<file path="src/rtl/eth_tx_framer.sv">
// eth_tx_framer: GMII transmit MAC framer feeding gmii_to_rgmii.
// Builds preamble, SFD, payload, zero pad and FCS, then holds the inter-frame gap.
// Define ETH_TX_FCS_EN to build the CRC-32 generator and append the FCS; without it
// frames end after the last payload/pad byte (host supplies its own FCS).
`timescale 1ns/1ps
module eth_tx_framer #(
    parameter int unsigned IFG_CYCLES = 12,
    parameter int unsigned MIN_FRAME  = 60
) (
    input  logic       clk,
    input  logic       rst,
    input  logic [7:0] in_data,
    input  logic       in_valid,
    input  logic       in_last,
    output logic       in_ready,
    output logic [7:0] gmii_txd,
    output logic       gmii_tx_en,
    output logic       gmii_tx_er,
    output logic       busy
);

    typedef enum logic [2:0] {
        ST_IDLE,
        ST_PRE,
        ST_SFD,
        ST_DATA,
        ST_PAD,
        ST_FCS,
        ST_IFG
    } state_t;

    localparam logic [10:0] BYTE_MAX = 11'd2047;
    localparam logic [10:0] MIN_LEN  = 11'(MIN_FRAME);
    // Outputs lag state by one cycle, so the IDLE cycle that samples in_valid
    // supplies the last idle gap cycle; the IFG state itself is one cycle shorter.
    localparam logic [7:0]  IFG_LAST  = (IFG_CYCLES > 2) ? 8'(IFG_CYCLES - 2) : 8'd0;
    localparam state_t      GAP_STATE = (IFG_CYCLES > 1) ? ST_IFG : ST_IDLE;
`ifdef ETH_TX_FCS_EN
    localparam state_t      TAIL_STATE = ST_FCS;
`else
    localparam state_t      TAIL_STATE = GAP_STATE;
`endif

    state_t      state_q, state_d;
    logic [7:0]  cnt_q, cnt_d;
    logic [10:0] byte_cnt_q, byte_cnt_d;
    logic [10:0] byte_inc;
    logic [7:0]  txd_d;
    logic        tx_en_d;
    logic        tx_er_d;

`ifdef ETH_TX_FCS_EN
    logic [31:0] crc_q, crc_d;

    // IEEE 802.3 CRC-32, reflected form, one byte per call
    function automatic logic [31:0] crc_next(input logic [31:0] c, input logic [7:0] d);
        logic [31:0] r;
        r = c ^ {24'd0, d};
        for (int unsigned i = 0; i < 8; i++) begin
            r = r[0] ? ((r >> 1) ^ 32'hEDB8_8320) : (r >> 1);
        end
        return r;
    endfunction
`endif

    assign byte_inc = (byte_cnt_q == BYTE_MAX) ? byte_cnt_q : byte_cnt_q + 11'd1;

    // Next-state, counter, CRC and next-output decode
    always_comb begin
        state_d    = state_q;
        cnt_d      = cnt_q;
        byte_cnt_d = byte_cnt_q;
        txd_d      = '0;
        tx_en_d    = 1'b0;
        tx_er_d    = 1'b0;
`ifdef ETH_TX_FCS_EN
        crc_d      = crc_q;
`endif
        case (state_q)
            ST_IDLE: begin
                cnt_d      = '0;
                byte_cnt_d = '0;
`ifdef ETH_TX_FCS_EN
                crc_d      = '1;
`endif
                if (in_valid) begin
                    state_d = ST_PRE;
                end
            end
            ST_PRE: begin
                tx_en_d = 1'b1;
                txd_d   = 8'h55;
                if (cnt_q == 8'd6) begin
                    cnt_d   = '0;
                    state_d = ST_SFD;
                end else begin
                    cnt_d = cnt_q + 8'd1;
                end
            end
            ST_SFD: begin
                tx_en_d = 1'b1;
                txd_d   = 8'hD5;
                state_d = ST_DATA;
            end
            ST_DATA: begin
                tx_en_d = 1'b1;
                if (in_valid) begin
                    txd_d      = in_data;
                    byte_cnt_d = byte_inc;
`ifdef ETH_TX_FCS_EN
                    crc_d      = crc_next(crc_q, in_data);
`endif
                    if (in_last) begin
                        cnt_d   = '0;
                        state_d = (byte_inc < MIN_LEN) ? ST_PAD : TAIL_STATE;
                    end
                end else begin
                    // underrun: one error cycle, then straight to the gap
                    tx_er_d = 1'b1;
                    cnt_d   = '0;
                    state_d = GAP_STATE;
                end
            end
            ST_PAD: begin
                tx_en_d    = 1'b1;
                byte_cnt_d = byte_inc;
`ifdef ETH_TX_FCS_EN
                crc_d      = crc_next(crc_q, 8'h00);
`endif
                if (byte_inc >= MIN_LEN) begin
                    cnt_d   = '0;
                    state_d = TAIL_STATE;
                end
            end
`ifdef ETH_TX_FCS_EN
            ST_FCS: begin
                tx_en_d = 1'b1;
                case (cnt_q[1:0])
                    2'd0:    txd_d = ~crc_q[7:0];
                    2'd1:    txd_d = ~crc_q[15:8];
                    2'd2:    txd_d = ~crc_q[23:16];
                    default: txd_d = ~crc_q[31:24];
                endcase
                if (cnt_q[1:0] == 2'd3) begin
                    cnt_d   = '0;
                    state_d = GAP_STATE;
                end else begin
                    cnt_d = cnt_q + 8'd1;
                end
            end
`endif
            ST_IFG: begin
                if (cnt_q == IFG_LAST) begin
                    cnt_d   = '0;
                    state_d = ST_IDLE;
                end else begin
                    cnt_d = cnt_q + 8'd1;
                end
            end
            default: begin
                state_d = ST_IDLE;
            end
        endcase
    end

    // State, counters and registered GMII/handshake outputs
    always_ff @(posedge clk or negedge rst) begin
        if (!rst) begin
            state_q    <= ST_IDLE;
            cnt_q      <= '0;
            byte_cnt_q <= '0;
            gmii_txd   <= '0;
            gmii_tx_en <= 1'b0;
            gmii_tx_er <= 1'b0;
            in_ready   <= 1'b0;
            busy       <= 1'b0;
`ifdef ETH_TX_FCS_EN
            crc_q      <= '1;
`endif
        end else begin
            state_q    <= state_d;
            cnt_q      <= cnt_d;
            byte_cnt_q <= byte_cnt_d;
            gmii_txd   <= txd_d;
            gmii_tx_en <= tx_en_d;
            gmii_tx_er <= tx_er_d;
            in_ready   <= (state_d == ST_DATA);
            busy       <= (state_d != ST_IDLE);
`ifdef ETH_TX_FCS_EN
            crc_q      <= crc_d;
`endif
        end
    end

endmodule

</file>
<file path="config.mk">
export PLATFORM = sky130hd
export DESIGN_NAME = eth_tx_framer
export DESIGN_NICKNAME = d
export VERILOG_FILES = /design/src/rtl/eth_tx_framer.sv
export SDC_FILE = /design/constraint.sdc
export NUM_CORES = 1
export LEC_CHECK = 0
export ABC_AREA = 1
export CAP_MARGIN = 20
export CORE_MARGIN = 5
export CORE_UTILIZATION = 54
export CTS_CLUSTER_DIAMETER = 30
export CTS_CLUSTER_SIZE = 28
export DETAILED_ROUTE_END_ITERATION = 7
export GPL_TIMING_DRIVEN = 0
export PLACE_DENSITY = 0.83
export RECOVER_POWER = 50
export SYNTH_ARGS = -nofsm -noshare
export SYNTH_HDL_FRONTEND = slang
export SYNTH_SLANG_ARGS = --single-unit
</file>
<file path="constraint.sdc">
create_clock -name clk -period 2.15 [get_ports clk]
set_input_delay 0.5375 -clock clk [delete_from_list [all_inputs] [get_ports clk]]
set_output_delay 0.5375 -clock clk [all_outputs]
set_load 0.05 [all_outputs]
</file>
======== Yosys cells after proc, flatten, opt, wreduce, memory -nomap -nowiden ========
Cells that the tools add are included.
cells by class
  add/subtract/negate cells ............... 2
  equality and inequality tests ........... 12
  reduce and logical (&&, ||, !) cells .... 7
  multiplexer cells ....................... 22
  order comparisons ....................... 2
operator list
  cell                     number
  $mux W8                  6
  $pmux W8 S5              1
  $pmux W11 S3             1
  $pmux W8 S3              1
  $mux W11                 2
  $mux W3                  6
  $pmux W3 S6              1
  $add A11 B1 Y11 const B  1
  $eq A11 B11 Y1 const B   1
  $ge A11 B6 Y1 const B    1
  $lt A11 B6 Y1 const B    1
  $eq A3 B2 Y1 const B     3
  $add A8 B1 Y8 const B    1
  $eq A8 B3 Y1 const B     1
  $eq A8 B4 Y1 const B     1
  $eq A3 B3 Y1 const B     2
  $reduce_bool A3 Y1       2
  $reduce_bool A5 Y1       1
  $ne A2 B2 Y1 const B     2
  $reduce_or A4 Y1         1
  $eq A3 B1 Y1 const B     1
  $logic_not A3 Y1         1
  $mux W1                  3
  $ne A3 B3 Y1 const B     1
  3 further kinds          3
word-level totals
  register bits after elaboration ......... 34
  input bits .............................. 12
  logic and storage cells ................. 53

======== Depth between registers and ports, before layout ========
  word-level depth ........................ 8
  gate-level depth with buffers ........... 13
  gate-level depth less buffers ........... 13

======== Least setup slack after synthesis ========
Ideal clock, no wire load.
  path type ............................... reg-to-reg
  from .................................... reg byte_cnt_q[0]
  to ...................................... reg cnt_q[2]
  path buffers ............................ 0
  required time ........................... 2.033 ns
  setup time .............................. 0.117 ns
  stages on the path, launching flop included .. 13
  arrival ................................. 1.562 ns
  path slack .............................. 0.472 ns
  cell sequence ........................... dfrtp_1 ha_1 nand2_2 nor2_4 nand3_4 o21ai_1 nand2_1 nor2_1 nand2_1 nand3_2 nand2_4 nand2_1 nand2_1
between the ends
  word-level cells in the longest chain between the ends .. 5
  elaborated cells between the ends (all ways) .. 6
  those cells by class .................... add/sub (1); order compare (1); eq/ne (2); mux (1); reduce/logical (1)
RTL lines
  item                                                      RTL line  text
  start: declaration                                        46        logic [10:0] byte_cnt_q, byte_cnt_d;
  start signal: assignment                                  183       byte_cnt_q <= byte_cnt_d;
  $add A11 B1 Y11 / $eq A11 B11 Y1 (equally long branches)  66        assign byte_inc = (byte_cnt_q == BYTE_MAX) ? byte_cnt_q : byte_cnt_q + 11'd1;
  $mux W11 *                                                66
  $ge A11 B6 Y1 *                                           130       if (byte_inc >= MIN_LEN) begin
  $ne A2 B2 Y1 (no line) *                                  n/a
  $reduce_and A3 Y1 (no line) *                             n/a
  end signal: assignment                                    182       cnt_q <= cnt_d;
  end: declaration                                          45        logic [7:0] cnt_q, cnt_d;
Mark *: on every way between the ends. The rest lies on a longest branch, timed or not.
A chain may end at the register's enable or synchronous reset.

======== Final worst setup path ========
  from .................................... reg gmii_tx_er
  to ...................................... out gmii_tx_er
RTL lines
  item                      RTL line  text
  start: declaration        18        output logic gmii_tx_er,
  start signal: assignment  186       gmii_tx_er <= tx_er_d;
No word-level cell between the ends.

==> results.md <==
- Initial antenna violation count: 0
- Buf/Inv on CP: 1
- DR vias: 1629
- Slowest cell delay on critical path: 0.82 ns
- Post-DR vias/cell: 5.06
- Final wirelength: 3.90 mm
- CP startpoint kind: register
- Place WS: 0.144 ns
- Pwr Density: 1070 nW/um^2
- Die span in x: 68.7 um
- Avg Cell Area, Syn: 7.55 sq um
- CP Cell Sequence: clkdlybuf4s50_1
- Worst hold slack: 0.250 ns
- Clock Latency Late Sink: 0.34 ns
- Crit Path Max Fanout: 1
- Final Cycle Share: 94.9%
- Leading area contributor after synthesis: dfrtp_1
- Area contributors post-synth: dfrtp_1 46%, nand2_1 14%, inv_1 7.7%, nor2_1 6.7%, nand3_1 3.8%
- Hold Vio Cnt, Final: 0
- Max cap viols: 0
- Combinational share of power: 43.5%
- Setup bufs post-CTS: 0
- Root Driver: clkbuf_4
- Core region area: 3340 sq um
- Tmin final: 2.04 ns
- Most frequent cells in the layout: 70 x nand2_1, 37 x inv_1, 33 x nor2_1, 33 x dfrtp_1, 21 x clkdlybuf4s50_1
- Grt total ovfl: 0
- Kind of cell adding the most delay to the critical path: buffers and inverters
- Total CTS buffers: 5
- Clk buf depth: 2
- Layout cells sized above 1: 7.61%
- Row Count: 21
- Post_cts resized: 0
- Initial DRC Count: 102
- Die height: 68.7 um
- Commonest non-fill, non-tap cell in the layout: nand2_1
- NumNets Final: 291
- Die ar.: 4710 sq um
- Vias in the first global route: 1539
- Synth top area share: 45.8%
- YS warnings: 0
- Area grow syn2layout: 19.7%
- Clock sinks: 34
- Largest net degree at the start of global routing: 35
- Synth cell types: 25
- Post-synthesis sequential area ratio: 45.8%
- Slowest CP cell: clkdlybuf4s50_1
- CTS tree: yes
- LEAKAGE: 1.12 nW
- Clock share of power: 19.9%
- Max_slew headroom: 50.4%
- First-pass GRT wire length: 6.44 mm
- Mapped Nets: 261
- Worst Hold Class: in -> async
- Gpl congestion: 0.877
- #FFs+latches synth: 34
- Max VDD drop: 0.624 mV
- Fillers: 274
- CP required: 1.61 ns
- Sw frac: 42.8%
- Critical path class: reg -> out
- Final Setup Violations: 0
- Flop pwr share: 36.6%
- RSZ-0062 raised after global routing: false
- Synthesized cell area: 1860 sq um
- DP HPWL: 2.94 mm
- DRC viols: 0
- IO Port Bufs: 23
- Crit. End Element: primary output
- Total track usage: 18.7%
- Pint: 0.00136 W
- Fmax: 490 MHz
- Clock Skew: 0.00436 ns
- Worst-path clk slew: 0.10 ns
- First-pass detailed-route iteration total: 4
- Worst-Margin Slew: 0.744 ns
- Net switching power: 0.00102 W
- PnR Total Power: 0.00238 W
- I/O pins: 24
- Outcome: completed
- WL/cell: 12.1 um
- Hold buffers post-CTS: 0
- Initial Util: 55.7%
- Final ANT Viol Nets: 0
- Pins Over Slew Limit: 0
- Final worst setup slack: 0.110 ns
- Worst EP arrival: 1.50 ns
- Post-Synthesis Cells: 246
- Ant diodes: 0
- H-tree depth: 2
==> final timing paths <==
| kind | cells after the start | to | start | slack, ns |
|---|---|---|---|---|
| worst min-delay path | 1 | gmii_txd[4] | rst | 0.25 |
| max in group asynchronous | 1 | byte_cnt_q[0] | rst | 1.38 |
| worst max register to register | 12 | cnt_q[7] | byte_cnt_q[0] | 0.21 |
| min in group clk | 2 | cnt_q[3] | cnt_q[3] | 0.51 |
| worst min register to register | 2 | cnt_q[3] | cnt_q[3] | 0.51 |
| worst max-delay path | 1 | gmii_tx_er | gmii_tx_er | 0.11 |
==> flip-flops by register name, indices dropped and copies added (netlist names) <==
signal / flops
state_q: 3
in_ready: 1
gmii_tx_en: 1
busy: 1
gmii_tx_er: 1
gmii_txd: 8
cnt_q: 8
byte_cnt_q: 11
==> cell usage after synthesis (all sizes together) <==
library cell	instances
a21oi	8
nand2	74
a211oi	1
nand4	5
ha	3
dfrtp	34
a32o	1
nor2	38
o21ai	10
o22ai	6
nor4	1
xnor2	2
nand3b	4
xor2	2
inv	38
nor3	2
nand3	16
clkbuf	1
==> final cells by class <==
class,instances,area (sq um),share of cell area (%)
Clock buffer,6,51.3,2.31
Clock inverter,1,30.0,1.35
Timing Repair Buffer,23,225,10.1
Multi-Input combinational cell,173,861,38.7
Buffer,1,3.75,0.169
Sequential cell,34,852,38.3
Tap cell,46,57.6,2.59
Inverter,38,143,6.42
==> kinds of logic (layout without fill, tap and decap cells) <==
| family | count (synthesis) | in the layout | synth area share, % |
|---|---|---|---|
| AO/OA/AOI/OAI | 26 | 26 | 7.81 |
| XOR/XNOR | 4 | 4 | 1.89 |
| adder cells (fa/ha/maj) | 3 | 3 | 2.02 |
| buffers and inverters | 39 | 69 | 7.88 |
| flip-flops | 34 | 34 | 45.8 |
| AND/OR/NAND/NOR | 140 | 140 | 34.6 |
==> per-stage QoR <==
step	area [sq um]	instances	setup TNS (ns)	utilization [%]
after floorplan	1860	246	0	-
final	2220	322	0	66.6
after global placement	2150	315	-4.40	64.3
after CTS	2220	322	0	66.6
after global routing	2220	322	0	66.6
after detailed placement	2140	315	0	64.2
==> power by group through the flow <==
stage / Clock [W] / Sequential [W] / Combinational (W)
2_1_floorplan: 0 / 0.00112 / 0.000467
5_1_grt: 0.000510 / 0.000887 / 0.00115
4_1_cts: 0.000487 / 0.000869 / 0.00104
6_report: 0.000475 / 0.000872 / 0.00104
3_3_place_gp: 0 / 0.000877 / 0.00102
3_5_place_dp: 0 / 0.000882 / 0.00104
==> routing by layer <==
| layer | part of all wire, % | GRT usage (%) |
|---|---|---|
| met1 | 44 | 21.8 |
| met2 | 50 | 31.2 |
| met3 | 3.2 | 4.05 |
| met4 | 2.5 | 11.2 |
| met5 | 0 | 0 |
Power figures use the tool's default switching activity.
